### config.mk
export PLATFORM = sky130hd
export DESIGN_NAME = cursor_position_ctrl
export DESIGN_NICKNAME = d
export VERILOG_FILES = /design/src/rtl/cursor_pkg.sv /design/src/rtl/cursor_axis_acc.sv /design/src/rtl/cursor_position_ctrl.sv
export SDC_FILE = /design/constraint.sdc
export NUM_CORES = 1
export LEC_CHECK = 0
export BUFFER_PORTS_ARGS = -buffer_cell sky130_fd_sc_hd__buf_2
export CELL_PAD_IN_SITES_DETAIL_PLACEMENT = 1
export CELL_PAD_IN_SITES_GLOBAL_PLACEMENT = 1
export CORE_MARGIN = 5
export CORE_UTILIZATION = 48
export DETAILED_ROUTE_END_ITERATION = 10
export MAX_ROUTING_LAYER = met4
export PLACE_DENSITY_LB_ADDON = 0.1
export REMOVE_ABC_BUFFERS = 1
export SLEW_MARGIN = 20
export SYNTH_ARGS = -nofsm -noshare
export SYNTH_HDL_FRONTEND = slang
export SYNTH_HIERARCHICAL = 1
export SYNTH_SLANG_ARGS = --single-unit
export TNS_END_PERCENT = 5
### constraint.sdc
create_clock -name clk -period 4.2 [get_ports clk]
set_input_delay 0 -clock clk [delete_from_list [all_inputs] [get_ports clk]]
set_output_delay 0 -clock clk [all_outputs]
set_load 0.01 [all_outputs]
### src/rtl/cursor_pkg.sv
// Shared types and constants for the cursor position controller.
// Optional build macro CURSOR_FRAME_SYNC_EN is used by cursor_position_ctrl.
package cursor_pkg;

    localparam int COORD_W  = 11;
    localparam int DELTA_W  = 9;
    localparam int SUM_W    = 13;
    localparam int SCREEN_W = 640;
    localparam int SCREEN_H = 480;

    typedef enum logic [1:0] {
        IDLE,
        SUM,
        CLAMP,
        EMIT
    } state_t;

endpackage

### src/rtl/cursor_axis_acc.sv
// One axis of the cursor accumulator: sign-extend, scale, add or subtract,
// then clamp to 0..LIMIT-1.
module cursor_axis_acc
    import cursor_pkg::*;
#(
    parameter int LIMIT  = SCREEN_W,
    parameter bit INVERT = 1'b0,
    parameter int SHIFT  = 0
) (
    input  logic                      clk,
    input  logic                      reset,
    input  logic                      sum_en,
    input  logic [COORD_W-1:0]        pos,
    input  logic signed [DELTA_W-1:0] delta,
    output logic [COORD_W-1:0]        clamped
);

    localparam logic signed [SUM_W-1:0] MAX_POS = SUM_W'(LIMIT - 1);

    logic signed [SUM_W-1:0] delta_ext;
    logic signed [SUM_W-1:0] pos_ext;
    logic signed [SUM_W-1:0] sum_d;
    logic signed [SUM_W-1:0] sum_q;

    assign delta_ext = {{(SUM_W-DELTA_W){delta[DELTA_W-1]}}, delta} <<< SHIFT;
    assign pos_ext   = {{(SUM_W-COORD_W){1'b0}}, pos};

    // Screen Y grows downward, so the Y axis subtracts the delta.
    assign sum_d = INVERT ? (pos_ext - delta_ext) : (pos_ext + delta_ext);

    always_ff @(posedge clk) begin
        if (reset) begin
            sum_q <= '0;
        end else if (sum_en) begin
            sum_q <= sum_d;
        end
    end

    always_comb begin
        clamped = sum_q[COORD_W-1:0];
        if (sum_q[SUM_W-1]) begin
            clamped = '0;
        end else if (sum_q > MAX_POS) begin
            clamped = COORD_W'(LIMIT - 1);
        end
    end

endmodule

### src/rtl/cursor_position_ctrl.sv
// Accumulates PS/2 relative motion into a clamped absolute cursor position.
// Define CURSOR_FRAME_SYNC_EN to update the visible cursor only on frame_start.
module cursor_position_ctrl
    import cursor_pkg::*;
#(
    parameter int H           = SCREEN_H,
    parameter int W           = SCREEN_W,
    parameter int SCALE_SHIFT = 0
) (
    input  logic               clk,
    input  logic               reset,
    input  logic               move_valid,
    output logic               move_ready,
    input  logic [DELTA_W-1:0] dx,
    input  logic [DELTA_W-1:0] dy,
    input  logic               btn_left,
    input  logic               frame_start,
    output logic [COORD_W-1:0] cursorX,
    output logic [COORD_W-1:0] cursorY,
    output logic               draw_req,
    output logic [COORD_W-1:0] draw_x,
    output logic [COORD_W-1:0] draw_y
);

    localparam logic [COORD_W-1:0] HOME_X = COORD_W'(W / 2);
    localparam logic [COORD_W-1:0] HOME_Y = COORD_W'(H / 2);

    state_t state_q;
    state_t state_d;

    logic signed [DELTA_W-1:0] dx_q;
    logic signed [DELTA_W-1:0] dy_q;
    logic                      btn_q;
    logic [COORD_W-1:0]        pend_x;
    logic [COORD_W-1:0]        pend_y;
    logic [COORD_W-1:0]        clamp_x;
    logic [COORD_W-1:0]        clamp_y;
    logic                      accept;
    logic                      load_vis;

    assign move_ready = (state_q == IDLE);
    assign accept     = move_valid & move_ready;

    always_comb begin
        state_d = state_q;
        unique case (state_q)
            IDLE:    if (accept) state_d = SUM;
            SUM:     state_d = CLAMP;
            CLAMP:   state_d = EMIT;
            EMIT:    state_d = IDLE;
            default: state_d = IDLE;
        endcase
    end

    always_ff @(posedge clk) begin
        if (reset) begin
            state_q  <= IDLE;
            dx_q     <= '0;
            dy_q     <= '0;
            btn_q    <= 1'b0;
            pend_x   <= HOME_X;
            pend_y   <= HOME_Y;
            draw_req <= 1'b0;
            draw_x   <= '0;
            draw_y   <= '0;
        end else begin
            state_q <= state_d;
            if (accept) begin
                dx_q  <= dx;
                dy_q  <= dy;
                btn_q <= btn_left;
            end
            if (state_q == CLAMP) begin
                pend_x <= clamp_x;
                pend_y <= clamp_y;
            end
            // draw_req is high for exactly the EMIT cycle.
            draw_req <= (state_q == CLAMP) && btn_q;
            if ((state_q == CLAMP) && btn_q) begin
                draw_x <= clamp_x;
                draw_y <= clamp_y;
            end
        end
    end

`ifdef CURSOR_FRAME_SYNC_EN
    assign load_vis = frame_start;
`else
    logic unused_frame_start;
    assign unused_frame_start = frame_start;
    assign load_vis = (state_q == EMIT);
`endif

    always_ff @(posedge clk) begin
        if (reset) begin
            cursorX <= HOME_X;
            cursorY <= HOME_Y;
        end else if (load_vis) begin
            cursorX <= pend_x;
            cursorY <= pend_y;
        end
    end

    cursor_axis_acc #(
        .LIMIT  (W),
        .INVERT (1'b0),
        .SHIFT  (SCALE_SHIFT)
    ) u_acc_x (
        .clk     (clk),
        .reset   (reset),
        .sum_en  (state_q == SUM),
        .pos     (pend_x),
        .delta   (dx_q),
        .clamped (clamp_x)
    );

    cursor_axis_acc #(
        .LIMIT  (H),
        .INVERT (1'b1),
        .SHIFT  (SCALE_SHIFT)
    ) u_acc_y (
        .clk     (clk),
        .reset   (reset),
        .sum_en  (state_q == SUM),
        .pos     (pend_y),
        .delta   (dy_q),
        .clamped (clamp_y)
    );

endmodule

Word level (Yosys, flattened, before mapping)
Index checks and enable logic that the tools add are counted.
{"block": "totals", "ff_bits": 114, "latch_bits": 0, "ramBits": 0, "romBits": 0, "input_bits": 23, "output_inout_bits": 46, "elab_cells": 30, "memories": 0}
{"block": "classes", "n_addsub": 2, "n_mul": 0, "n_div": 0, "order_cmp": 2, "n_eq_ne": 4, "n_shift": 0, "mux": 6, "bitwise_logic": 1, "reduce_logical": 2}
{"operator": "$mux W11", "count": 4}
{"operator": "$add A12 B9 Y13", "count": 1}
{"operator": "$gt A13 B10 Y1 const B", "count": 1}
{"operator": "$gt A13 B11 Y1 const B", "count": 1}
{"operator": "$sub A12 B9 Y13", "count": 1}
{"operator": "$pmux W2 S4", "count": 1}
{"operator": "$eq A2 B2 Y1 const B", "count": 2}
{"operator": "$eq A2 B1 Y1 const B", "count": 1}
{"operator": "$logic_not A2 Y1", "count": 1}
{"operator": "$mux W2", "count": 1}
{"operator": "$ne A2 B1 Y1 const B", "count": 1}
{"operator": "$and A1 B1 Y1", "count": 1}
{"operator": "$logic_and A1 B1 Y1", "count": 1}

Logic depth before layout (Yosys ltp)
{"block": "depth", "ltp_word": 4, "mapped_depth": 8, "mapped_depth_nobuf": 8}

Cells and area by module
Netlist, hierarchy kept.
{"mod": "cursor_position_ctrl", "instances": 1, "cells_each": 350, "area_per_inst_um2": 3587.2, "seq_area_each_um2": 1761.7}
{"mod": "cursor_axis_acc at u_acc_y", "instances": 1, "cells_each": 159, "area_per_inst_um2": 1173.6, "seq_area_each_um2": 260.2}
{"mod": "cursor_axis_acc at u_acc_x", "instances": 1, "cells_each": 143, "area_per_inst_um2": 1118.6, "seq_area_each_um2": 260.2}

Worst setup path after synthesis
OpenSTA, ideal clock, no wires.
{"block": "synth_timing", "path_kind": "register to register", "startpoint": "register pend_y[0]", "endpoint": "register u_acc_y.sum_q[10]", "setup_ns": 0.103, "arrival_time_ns": 1.966, "t_required_ns": 4.097, "path_slack_ns": 2.130, "stages_incl_launch_ff": 9, "n_path_buf": 0, "period_less_slack_ns": 2.070, "cell_sequence": "dfxtp_1 inv_1 ha_1 fa_1 and2b_1 o2111a_1 o21ai_1 o2111a_1 a2111oi_2"}
{"block": "synth_via", "elab_chain_cells": 1}
{"item": "from (decl)", "line_no": "cursor_position_ctrl.sv:35", "rtl": "logic [COORD_W-1:0] pend_y;"}
{"item": "from (signal assigned)", "line_no": "cursor_position_ctrl.sv:75", "rtl": "pend_y <= clamp_y;"}
{"item": "$sub A12 B9 Y13", "line_no": "cursor_axis_acc.sv:29", "rtl": "assign sum_d = INVERT ? (pos_ext - delta_ext) : (pos_ext + delta_ext);"}
{"item": "to (signal assigned)", "line_no": "cursor_axis_acc.sv:35", "rtl": "sum_q <= sum_d;"}
{"item": "to (decl)", "line_no": "cursor_axis_acc.sv:23", "rtl": "logic signed [SUM_W-1:0] sum_q;"}
Every way passes these cells.
A chain may end at the register's enable or synchronous reset.

Worst setup path in the final report
Ends and elaborated chain as after synthesis.

==> metrics.txt <==
CTS sink cnt roughly 110; CTS max path bufs 2; Synth area leader dfxtp_1; largest net degree at the start of global routing a little under 90; Rows 40; Die X 120.7 um; initial antenna violation count 0; FMAX about 0.43 GHz; DR WL/cell roughly 18 um; Slew Limit Fails 0; Critical Path Max Stage Delay around 390 ps; main area contributors after synthesis dfxtp_1 39%, mux2i_1 6.3%, ha_1 6.2%, a21oi_1 6.0%, nor2_1 5.1%; post-cts resize count 0; P_sw 1749 uW; largest fanout on the critical path 3; Tmin final 2320 ps; Num CTS Buffers 17; CTS tree yes; die height around 120 um; DP HPWL ~10 mm; Synth warnings 6; EDFF count, synth 0; Setup violations, final 0; Synth cell types 56; Seq/Total Area, Yosys roughly 39%; Remaining DRCs 0; final cell count without fillers around 880; HP Class in -> reg; n_diodes 0; unrepaired setup endpoints after global routing false; Layout area overhead 16.85%; initial cell density of the core 48.95%; CP Capture Type flop; final instance area 6870 um^2; Worst EP arrival 2620 ps; CTS Root Cell clkbuf_16; total power around 4600 uW; asr flop ratio synth 0%; area share of the largest cell type after synthesis about two fifths; Tightest Pin Transition about 1000 ps; GP Congestion 0.8954; Final period util approximately 55%; Die Area around 15,000 um^2; MaxCap Viol Count 0; clock power share 29.4%; FF+latch count, synth 114; drt first pass iters 4; Fin Hold WS 162.5 ps; Critical Path Most Common Cell o2111a_1; sequential cell area about 2300 um^2; worst skew pair latency between 400 and 500 ps; Fillers roughly 1,400; Setup TNS 0 ps; Synth Flop Type dfxtp_1; VDD IR max 0.3040 mV; Crit-path slowest cell fa_1; clk_skew approximately 8 ps; Sw Ratio a little under two fifths; internal power around 2800 uW; Max transition margin 35.19%; outcome finished, final reports clean; PD cells about 660 nW/um^2; Worst EP required about 4500 ps; core footprint between 10,000 and 15,000 um^2; post-CTS setup buffer count 0; GRT overflow 0; Buf/Inv on CP 1; DRT antenna net count 0; Leakage 0.002791 uW; first-pass GRT wire length 26.46 mm; GRT Total Usage a little under a quarter; Placed Cells 824; Worst path top cell family by delay compound AO/OA/AOI/OAI gates; layout cell share with drive strength beyond 1 about 17%; sequential share of power approximately a third; Comb power frac about two fifths; top-count cell post-synth dfxtp_1; 1st-iter DRT viols approximately 260; DP Area slightly above 6000 um^2; clock-pin slew on the worst setup and hold paths 50 ps; Hold Violations, Final 0; Port Buffers 67; critical path class reg -> reg; Post-synth top cells 114 x dfxtp_1, 80 x nor2_1, 71 x a21oi_1, 50 x nand3_1, 37 x mux2i_1; Routed Wire Length between 15 and 20 mm; hold buffers post-CTS 19; fin nets just under 800; Worst Setup Start Kind flop; synthesized area between 5000 and 6000 um^2; Vias between 4,000 and 5,000; Syn Inst Count about 650; syn avg cell area between 9 and 10 um^2; vias per std cell about 5.7; multi-input logic area 3194 um^2; vias in the first global route 5,458; I/O pin count just under 70; Critical Path, Cell by Cell inv_1 -> ha_1 -> fa_1 -> and2b_1 -> o2111a_1 -> o21ai_1 -> o2111a_1 -> a2111oi_2; CTS HTree Levels 4
## metrics by stage
step	utilization, %	setup slack [ps]
global placement	51.01	1953
finish	57.20	1880
global route	57.20	1719
CTS	57.20	1857
floorplan	-	1725
detailed placement	51.01	1884
## kinds of logic after synthesis
family	synth area share (%)
AOI/OAI and AO/OA	22.96
xor gates and xnor gates	0.5958
adders and majority gates	6.853
buffers and inverters	6.959
DFF	38.82
muxes	6.299
other	0.1277
and+or+nand+nor	17.39
## registers in the layout, summed over array words and instances (netlist names), 11 cells and up
register,cells
cursorX,11
cursorY,11
draw_x,11
draw_y,11
pend_x,11
pend_y,11
u_acc_x/sum_q,13
u_acc_y/sum_q,13
## placed cells by master (no fill, tap or decap), types with 6 or more instances in the layout
cell,synthesis,final
clkbuf_1,10,6
ha_1,29,28
inv_1,24,24
nor3_1,8,8
nand3_1,50,50
buf_4,10,6
nor2b_1,17,17
nor2_1,80,80
clkbuf_16,0,17
a21o_1,8,8
a211o_1,13,13
buf_2,15,66
a21oi_1,71,71
o21ai_0,14,14
dlygate4sd3_1,0,19
a21bo_1,26,26
dfxtp_1,114,113
nand2b_1,6,6
a211oi_1,8,8
nand3b_1,7,7
a21bo_2,15,15
mux2i_1,37,37
nand2_1,17,17
## path summary, 6_finish.rpt
path | startpoint | endpoint | slack (ps) | depth (start not counted)
max reg2reg | pend_y[0]$_SDFFE_PP0N_ | u_acc_y/sum_q[10]$_SDFFE_PP0P_ | 1880 | 8
max | pend_y[0]$_SDFFE_PP0N_ | u_acc_y/sum_q[10]$_SDFFE_PP0P_ | 1880 | 8
min reg2reg | u_acc_y/sum_q[3]$_SDFFE_PP0P_ | u_acc_y/sum_q[3]$_SDFFE_PP0P_ | 470 | 2
min | reset | pend_x[10]$_SDFFE_PP0N_ | 160 | 2
## worst register-to-register path, stage by stage (launching register included)
cell and delay (ps):
dfxtp_1 350, inv_1 60, ha_1 220, fa_1 390, and2b_1 250, o2111a_1 230
o21ai_1 110, o2111a_1 270, a2111oi_2 340
## layout make-up
class | count | share of cell area [%]
Clock buffer | 27 | 7.321
Multi-Input combinational cell | 467 | 46.49
Tap cell | 147 | 2.677
Clock inverter | 5 | 0.7285
Sequential cell | 114 | 33.24
Inverter | 24 | 1.311
Timing Repair Buffer | 91 | 8.232
## metal layers
layer	GRT usage [%]	up-vias	part of all wire, %
li1	-	2431	-
met1	25.62	2457	42
met2	41.46	81	53
met3	5.192	19	3.2
met4	7.861	0	1.3
met5	-	-	0
## power groups by stage
| stage | Combinational (uW) | Clock (uW) | Sequential [uW] |
|---|---|---|---|
| after detailed placement | 1720 | 0 | 1490 |
| after floorplan | 1240 | 0 | 1430 |
| after CTS | 1760 | 1370 | 1470 |
| after global placement | 1660 | 0 | 1470 |
| after global routing | 1950 | 1430 | 1500 |
| final | 1750 | 1340 | 1470 |
Note: power is estimated with default switching activity, not from simulation.
